`src/rtl/pec_ram_sched_if.sv`:
```
// Requester-side bus of the PEC RAM scheduler: one writer, NUM_RD readers and
// the tagged read-response channel.
interface pec_ram_sched_if #(
   parameter int unsigned ADDR_W = 6,
   parameter int unsigned DATA_W = 28,
   parameter int unsigned NUM_RD = 4,
   parameter int unsigned ID_W   = 2
);
   logic                     wr_req;
   logic [ADDR_W-1:0]        wr_addr;
   logic [DATA_W-1:0]        wr_data;
   logic                     wr_gnt;
   logic [NUM_RD-1:0]        rd_req;
   logic [NUM_RD*ADDR_W-1:0] rd_addr;
   logic [NUM_RD-1:0]        rd_gnt;
   logic                     rsp_valid;
   logic [ID_W-1:0]          rsp_id;
   logic [DATA_W-1:0]        rsp_data;
   logic                     rsp_err;
   logic                     wr_err;

   modport master (
      output wr_req, wr_addr, wr_data, rd_req, rd_addr,
      input  wr_gnt, rd_gnt, rsp_valid, rsp_id, rsp_data, rsp_err, wr_err
   );

   modport slave (
      input  wr_req, wr_addr, wr_data, rd_req, rd_addr,
      output wr_gnt, rd_gnt, rsp_valid, rsp_id, rsp_data, rsp_err, wr_err
   );
endinterface

```
`src/rtl/pec_ram_sched.sv`:
```
// Single-port PEC RAM access scheduler: write priority with a burst limiter,
// round-robin readers, 1-cycle tagged read responses and range checking.
module pec_ram_sched #(
   parameter int unsigned ADDR_W       = 6,
   parameter int unsigned DATA_W       = 28,
   parameter int unsigned NUM_RD       = 4,
   parameter int unsigned ID_W         = 2,
   parameter int unsigned DEPTH_MAX    = 196,
   parameter int unsigned WR_BURST_MAX = 3
) (
   input  logic              clk,
   input  logic              rst,
   pec_ram_sched_if.slave    bus,
   output logic [ADDR_W-1:0] ram_addr_r,
   output logic [ADDR_W-1:0] ram_addr_w,
   output logic              ram_read_en,
   output logic              ram_write_en,
   output logic [DATA_W-1:0] ram_data_in,
   input  logic [DATA_W-1:0] ram_data_out
);

   localparam int unsigned     STREAK_W    = (WR_BURST_MAX < 4) ? 2 : $clog2(WR_BURST_MAX + 1);
   localparam logic [STREAK_W-1:0] STREAK_LAST = STREAK_W'(WR_BURST_MAX - 1);
   localparam logic [ID_W:0]   NUM_RD_L    = (ID_W + 1)'(NUM_RD);
   localparam logic [ID_W-1:0] LAST_RD     = ID_W'(NUM_RD - 1);

   typedef enum logic [0:0] {WR_PRI, RD_PRI} state_t;

   state_t              state, state_n;
   logic [STREAK_W-1:0] streak, streak_n;
   logic [ID_W-1:0]     rr_ptr, rr_ptr_n;
   logic [ID_W-1:0]     rr_idx;
   logic                rr_hit;
   logic                any_rd;
   logic                wr_win, rd_win;
   logic                wr_in_range, rd_in_range;
   logic [ADDR_W-1:0]   sel_addr;

   logic                rsp_valid_q;
   logic [ID_W-1:0]     rsp_id_q;
   logic                rsp_err_q;
   logic                wr_err_q;

   assign any_rd = |bus.rd_req;

   // Round-robin search: first pending reader at or after rr_ptr, wrapping.
   always_comb begin : rr_search
      logic [ID_W:0] cand;
      rr_hit = 1'b0;
      rr_idx = '0;
      cand   = '0;
      for (int unsigned i = 0; i < NUM_RD; i++) begin
         cand = {1'b0, rr_ptr} + (ID_W + 1)'(i);
         if (cand >= NUM_RD_L) begin
            cand = cand - NUM_RD_L;
         end
         if (!rr_hit && bus.rd_req[cand[ID_W-1:0]]) begin
            rr_hit = 1'b1;
            rr_idx = cand[ID_W-1:0];
         end
      end
   end

   always_comb begin
      sel_addr = '0;
      for (int unsigned i = 0; i < NUM_RD; i++) begin
         if (rr_idx == ID_W'(i)) begin
            sel_addr = bus.rd_addr[i*ADDR_W +: ADDR_W];
         end
      end
   end

   assign wr_in_range = (32'(bus.wr_addr) < DEPTH_MAX);
   assign rd_in_range = (32'(sel_addr) < DEPTH_MAX);

   // RD_PRI only blocks the writer when a reader is actually waiting.
   assign wr_win = !rst && bus.wr_req && ((state == WR_PRI) || !any_rd);
   assign rd_win = !rst && rr_hit && !wr_win;

   always_comb begin
      bus.rd_gnt = '0;
      for (int unsigned i = 0; i < NUM_RD; i++) begin
         bus.rd_gnt[i] = rd_win && (rr_idx == ID_W'(i));
      end
   end

   assign bus.wr_gnt   = wr_win;
   assign ram_write_en = wr_win && wr_in_range;
   assign ram_addr_w   = wr_win ? bus.wr_addr : '0;
   assign ram_data_in  = wr_win ? bus.wr_data : '0;
   assign ram_read_en  = rd_win && rd_in_range;
   assign ram_addr_r   = rd_win ? sel_addr : '0;

   always_ff @(posedge clk) begin
      if (rst) begin
         state  <= WR_PRI;
         streak <= '0;
         rr_ptr <= '0;
      end else begin
         state  <= state_n;
         streak <= streak_n;
         rr_ptr <= rr_ptr_n;
      end
   end

   always_comb begin
      state_n  = WR_PRI;
      streak_n = '0;
      rr_ptr_n = rr_ptr;
      case (state)
         WR_PRI: begin
            if (wr_win && any_rd) begin
               if (streak == STREAK_LAST) begin
                  state_n = RD_PRI;
               end else begin
                  streak_n = streak + 1'b1;
               end
            end
         end
         RD_PRI: state_n = WR_PRI;
         default: state_n = WR_PRI;
      endcase
      if (rd_win) begin
         rr_ptr_n = (rr_idx == LAST_RD) ? '0 : rr_idx + 1'b1;
      end
   end

   always_ff @(posedge clk) begin
      if (rst) begin
         rsp_valid_q <= 1'b0;
         rsp_id_q    <= '0;
         rsp_err_q   <= 1'b0;
         wr_err_q    <= 1'b0;
      end else begin
         rsp_valid_q <= rd_win;
         rsp_err_q   <= rd_win && !rd_in_range;
         if (rd_win) begin
            rsp_id_q <= rr_idx;
         end
         if (wr_win && !wr_in_range) begin
            wr_err_q <= 1'b1;
         end
      end
   end

   // Gating with rst suppresses a response whose grant preceded the reset cycle.
   assign bus.rsp_valid = rsp_valid_q && !rst;
   assign bus.rsp_id    = rst ? '0 : rsp_id_q;
   assign bus.rsp_err   = rsp_err_q && !rst;
   assign bus.wr_err    = wr_err_q && !rst;
   assign bus.rsp_data  = (bus.rsp_valid && !rsp_err_q) ? ram_data_out : '0;

endmodule

```
`src/flat_wrapper.sv`:
```
// flat-port wrapper written by rule: the top's interface ports become plain ports
module pec_ram_sched_flat 
#(
   parameter int unsigned ADDR_W       = 6,
   parameter int unsigned DATA_W       = 28,
   parameter int unsigned NUM_RD       = 4,
   parameter int unsigned ID_W         = 2,
   parameter int unsigned DEPTH_MAX    = 196,
   parameter int unsigned WR_BURST_MAX = 3
)
  (clk, rst, ram_addr_r, ram_addr_w, ram_read_en, ram_write_en, ram_data_in, ram_data_out, bus_wr_req, bus_wr_addr, bus_wr_data, bus_rd_req, bus_rd_addr, bus_wr_gnt, bus_rd_gnt, bus_rsp_valid, bus_rsp_id, bus_rsp_data, bus_rsp_err, bus_wr_err);
  pec_ram_sched_if #(.ADDR_W(ADDR_W), .DATA_W(DATA_W), .NUM_RD(NUM_RD), .ID_W(ID_W)) bus_i ();
  input  logic clk;
  input  logic rst;
  output logic [ADDR_W-1:0] ram_addr_r;
  output logic [ADDR_W-1:0] ram_addr_w;
  output logic ram_read_en;
  output logic ram_write_en;
  output logic [DATA_W-1:0] ram_data_in;
  input  logic [DATA_W-1:0] ram_data_out;
  input wire logic [$bits(bus_i.wr_req)-1:0] bus_wr_req;
  input wire logic [$bits(bus_i.wr_addr)-1:0] bus_wr_addr;
  input wire logic [$bits(bus_i.wr_data)-1:0] bus_wr_data;
  input wire logic [$bits(bus_i.rd_req)-1:0] bus_rd_req;
  input wire logic [$bits(bus_i.rd_addr)-1:0] bus_rd_addr;
  output wire logic [$bits(bus_i.wr_gnt)-1:0] bus_wr_gnt;
  output wire logic [$bits(bus_i.rd_gnt)-1:0] bus_rd_gnt;
  output wire logic [$bits(bus_i.rsp_valid)-1:0] bus_rsp_valid;
  output wire logic [$bits(bus_i.rsp_id)-1:0] bus_rsp_id;
  output wire logic [$bits(bus_i.rsp_data)-1:0] bus_rsp_data;
  output wire logic [$bits(bus_i.rsp_err)-1:0] bus_rsp_err;
  output wire logic [$bits(bus_i.wr_err)-1:0] bus_wr_err;
  assign bus_i.wr_req = bus_wr_req;
  assign bus_i.wr_addr = bus_wr_addr;
  assign bus_i.wr_data = bus_wr_data;
  assign bus_i.rd_req = bus_rd_req;
  assign bus_i.rd_addr = bus_rd_addr;
  assign bus_wr_gnt = bus_i.wr_gnt;
  assign bus_rd_gnt = bus_i.rd_gnt;
  assign bus_rsp_valid = bus_i.rsp_valid;
  assign bus_rsp_id = bus_i.rsp_id;
  assign bus_rsp_data = bus_i.rsp_data;
  assign bus_rsp_err = bus_i.rsp_err;
  assign bus_wr_err = bus_i.wr_err;
  pec_ram_sched #(.ADDR_W(ADDR_W), .DATA_W(DATA_W), .NUM_RD(NUM_RD), .ID_W(ID_W), .DEPTH_MAX(DEPTH_MAX), .WR_BURST_MAX(WR_BURST_MAX)) u_core (.clk(clk), .rst(rst), .bus(bus_i), .ram_addr_r(ram_addr_r), .ram_addr_w(ram_addr_w), .ram_read_en(ram_read_en), .ram_write_en(ram_write_en), .ram_data_in(ram_data_in), .ram_data_out(ram_data_out));
endmodule
```
`config.mk`:
```
export PLATFORM = sky130hd
export DESIGN_NAME = pec_ram_sched_flat
export DESIGN_NICKNAME = d
export VERILOG_FILES = /design/src/rtl/pec_ram_sched_if.sv /design/src/rtl/pec_ram_sched.sv /design/src/flat_wrapper.sv
export SDC_FILE = /design/constraint.sdc
export NUM_CORES = 1
export LEC_CHECK = 0
export ABC_AREA = 0
export CORE_MARGIN = 2
export CORE_UTILIZATION = 26
export CTS_CLUSTER_DIAMETER = 150
export CTS_CLUSTER_SIZE = 16
export DETAILED_ROUTE_END_ITERATION = 12
export PLACE_DENSITY = 0.95
export SLEW_MARGIN = 20
export SYNTH_ARGS = -nofsm -noshare
export SYNTH_HDL_FRONTEND = slang
export SYNTH_SLANG_ARGS = --single-unit
```
`constraint.sdc`:
```
create_clock -name clk -period 10.4 [get_ports clk]
set_input_delay 2.6 -clock clk [delete_from_list [all_inputs] [get_ports clk]]
set_output_delay 2.6 -clock clk [all_outputs]
set_load 0.02 [all_outputs]
```
==> flow_summary.yaml <==
timing:
  fin_ws_ns: 2.09
  fin_tns_setup_ns: 0
  drv_slew: 0
  final-setup-viol-count: 0
  relSlewSlack_pct: 59.4
  fmax_mhz: 120
  hold_ws_ns: 0.417
  clock_skew_ns: 0.00166
  fin_crit_sh_pct: 79.9
  tightest_slew_ns: 0.607
  finalHoldViolations: 0
  period_needed_ns: 8.31
  rsz0062_at_grt: "no"
power_and_ir_drop:
  pwr_density_cell_nw_per_um2: 69.5
  switching_share_pct: 34.0
  clkPwrFrac_pct: 17.6
  seq_power_share_pct: 17.4
  internal-power_uw: 133
  leakage_nw: 1.14
  power_frac_comb_pct: 65.0
  ir_drop_mv: 0.0384
  power_switching_uw: 68.8
routing:
  drc: 0
  drtIter0Drc: 30
  drt_wl_total_mm: 5.35
  first_pass_iters: 4
  vias: 1640
  post_drt_wl_per_cell_um: 14.1
  ant_nets: 0
  via_per_inst: 4.33
synthesis:
  syn-cell-area_sq_um: 1170
  synth_warnings: 0
  post-synth-top-area-fraction_pct: 29.9
  synth.avg_cell_area_sq_um: 7.10
  yosysUniqueCellTypes: 30
  synth_area_leaders: "and2_1 (30%), dfxtp_1 (14%), and2_2 (6.4%)"
  synth-main-ff-cell: "dfxtp_1"
  syn_inst: 165
  synthArstFlopShare_pct: 0
  yosysTopAreaCell: "and2_1"
  synth_edf_count: 0
  ys_seq_area_share_pct: 13.7
  ys_ff_latch: 8
layout:
  nets: 427
  antenna_cells: 0
  mostFrequentLayoutCell: "clkdlybuf4s50_1"
  final_area_sq_um: 2910
  layout-drive-gt1-share_pct: 5.50
  area_growth_pct: 148
  utilization_pct: 66.8
  layout_common_cells: "clkdlybuf4s50_1 (170), and2_1 (56), inv_1 (13)"
clocking:
  cts_hold_buf: 0
  clkLatencyLatePin_ns: 0.22
  postCtsSetupBuffers: 0
  numCtsBuffers: 3
  cts_buffer_depth: 2
  path_clk_slew_ns: 0.04
  cts_sinks: 8
  cts_resized: 0
  cts_tree: "yes"
  h-tree-depth: 1
  cts-root-buf: "clkbuf_8"
worst_setup_path:
  crit_chain: "clkdlybuf4s50_1 -> nand2b_1 -> a21boi_0 -> o211ai_1 -> nor2_1 -> ha_1 -> nor2b_1 -> a221oi_1 -> a211o_1 -> a21oi_1 -> clkdlybuf4s50_1"
  worstPathArrival_ns: 5.71
  cp_slowest_stage_delay_ns: 0.63
  critical_path_class: "in2out"
  cp.depth: 11
  cpMaxStageDelayCell: "clkdlybuf4s50_1"
  end_kind: "output pin"
  worstPathRequired_ns: 7.80
  r2r_slack_ns: 8.80
  cp_common_cell: "clkdlybuf4s50_1"
  critical_path_buf_inv_count: 2
  worst_setup_path_start_kind: "input pin"
  cp_top_family: "buffers and inverters"
  r2r_cells: 7
  path_max_fanout: 9
global_route:
  met3_usage_pct: 5.70
  use_met2_pct: 39.0
  grt_antenna_before_repair: 0
  grt_pass1_wl_mm: 8.13
  use_met1_pct: 21.7
  top_usage_layer: "met2"
  grt_util_all_layers_pct: 20.1
  grt_overflow: 0
  grt_pass1_vias: 1628
  grt_max_degree: 37
placed_design:
  io_buffers: 170
  place_area_sq_um: 2870
  pre_cts_slack_ns: 2.12
  detailed_place_hpwl_mm: 4.73
  place.gp.congestion: 0.807
die:
  io_pins: 173
  die_w_um: 71.1
  core_sq_um: 4350
  dieArea_sq_um: 5060
  die_h_um: 71.1
  fp-row-count: 24
  initial_core_util_pct: 26.9
run_status:
  status: "finished, final reports clean"
flow_run:
  cap_violations: 0
hold_path:
  holdPathStages: 1
  min_path_type: "reg2reg"
-- cells in the mapped netlist, types with 3 or more instances --
cell type	instances
and2_1	56
nor2_1	3
nor2b_1	6
buf_4	3
buf_6	3
a21oi_1	10
o21ai_0	4
clkbuf_1	6
and2_2	10
a221oi_1	5
dfxtp_1	8
ha_1	5
inv_1	13
nand2_1	8
a211o_1	6
nand2b_1	3
-- cell type report --
class	instances	area [sq um]
clock buffer	3	41.3
multi-input combinational	131	878
sequential	8	160
fill	360	1450
timing repair buffer	171	1710
tap	52	65.1
inverter	14	52.6
-- cells by family after synthesis --
logic type	share of synthesized area (%)
multiplexers	0.961
AO/OA/AOI/OAI	19.0
other	0.320
AND/OR/NAND/NOR	49.0
adder cells (fa/ha/maj)	5.34
flip-flops	13.7
buffers and inverters	11.6
-- through the flow --
| step | cells | power (mW) |
|---|---|---|
| 6_report | 379 | 0.202 |
| 2_1_floorplan | 166 | 0.0990 |
| 4_1_cts | 379 | 0.204 |
| 3_5_place_dp | 376 | 0.167 |
| 5_1_grt | 379 | 0.216 |
| 3_3_place_gp | 376 | 0.163 |
-- path summary, 6_finish.rpt --
| kind | start | end |
|---|---|---|
| setup / recovery | bus_rd_req[1] | ram_addr_r[0] |
| hold / removal | u_core.streak[0] | u_core.streak[0] |
| setup reg to reg | u_core.rr_ptr[0] | u_core.rr_ptr[1] |
| hold reg to reg | u_core.streak[0] | u_core.streak[0] |
-- state kept, by name (all words and copies together) (netlist names) --
name and cells:
u_core.rr_ptr 2, u_core.rsp_id_q 2, u_core.rsp_valid_q 1, u_core.state 1, u_core.streak 2
-- power groups by stage --
stage	Sequential (mW)	Combinational (mW)	Clock, mW
6_report	0.0351	0.131	0.0357
5_1_grt	0.0354	0.142	0.0383
4_1_cts	0.0351	0.132	0.0370
3_5_place_dp	0.0355	0.131	0
3_3_place_gp	0.0353	0.128	0
2_1_floorplan	0.0351	0.0639	0
-- routing by layer --
metal	part of all wire, %	vias to the layer above
met2	55	68
met1	38	716
met3	6.1	6
met5	0	-
met4	1.3	0
li1	-	850
Note: power is estimated with default switching activity, not from simulation.
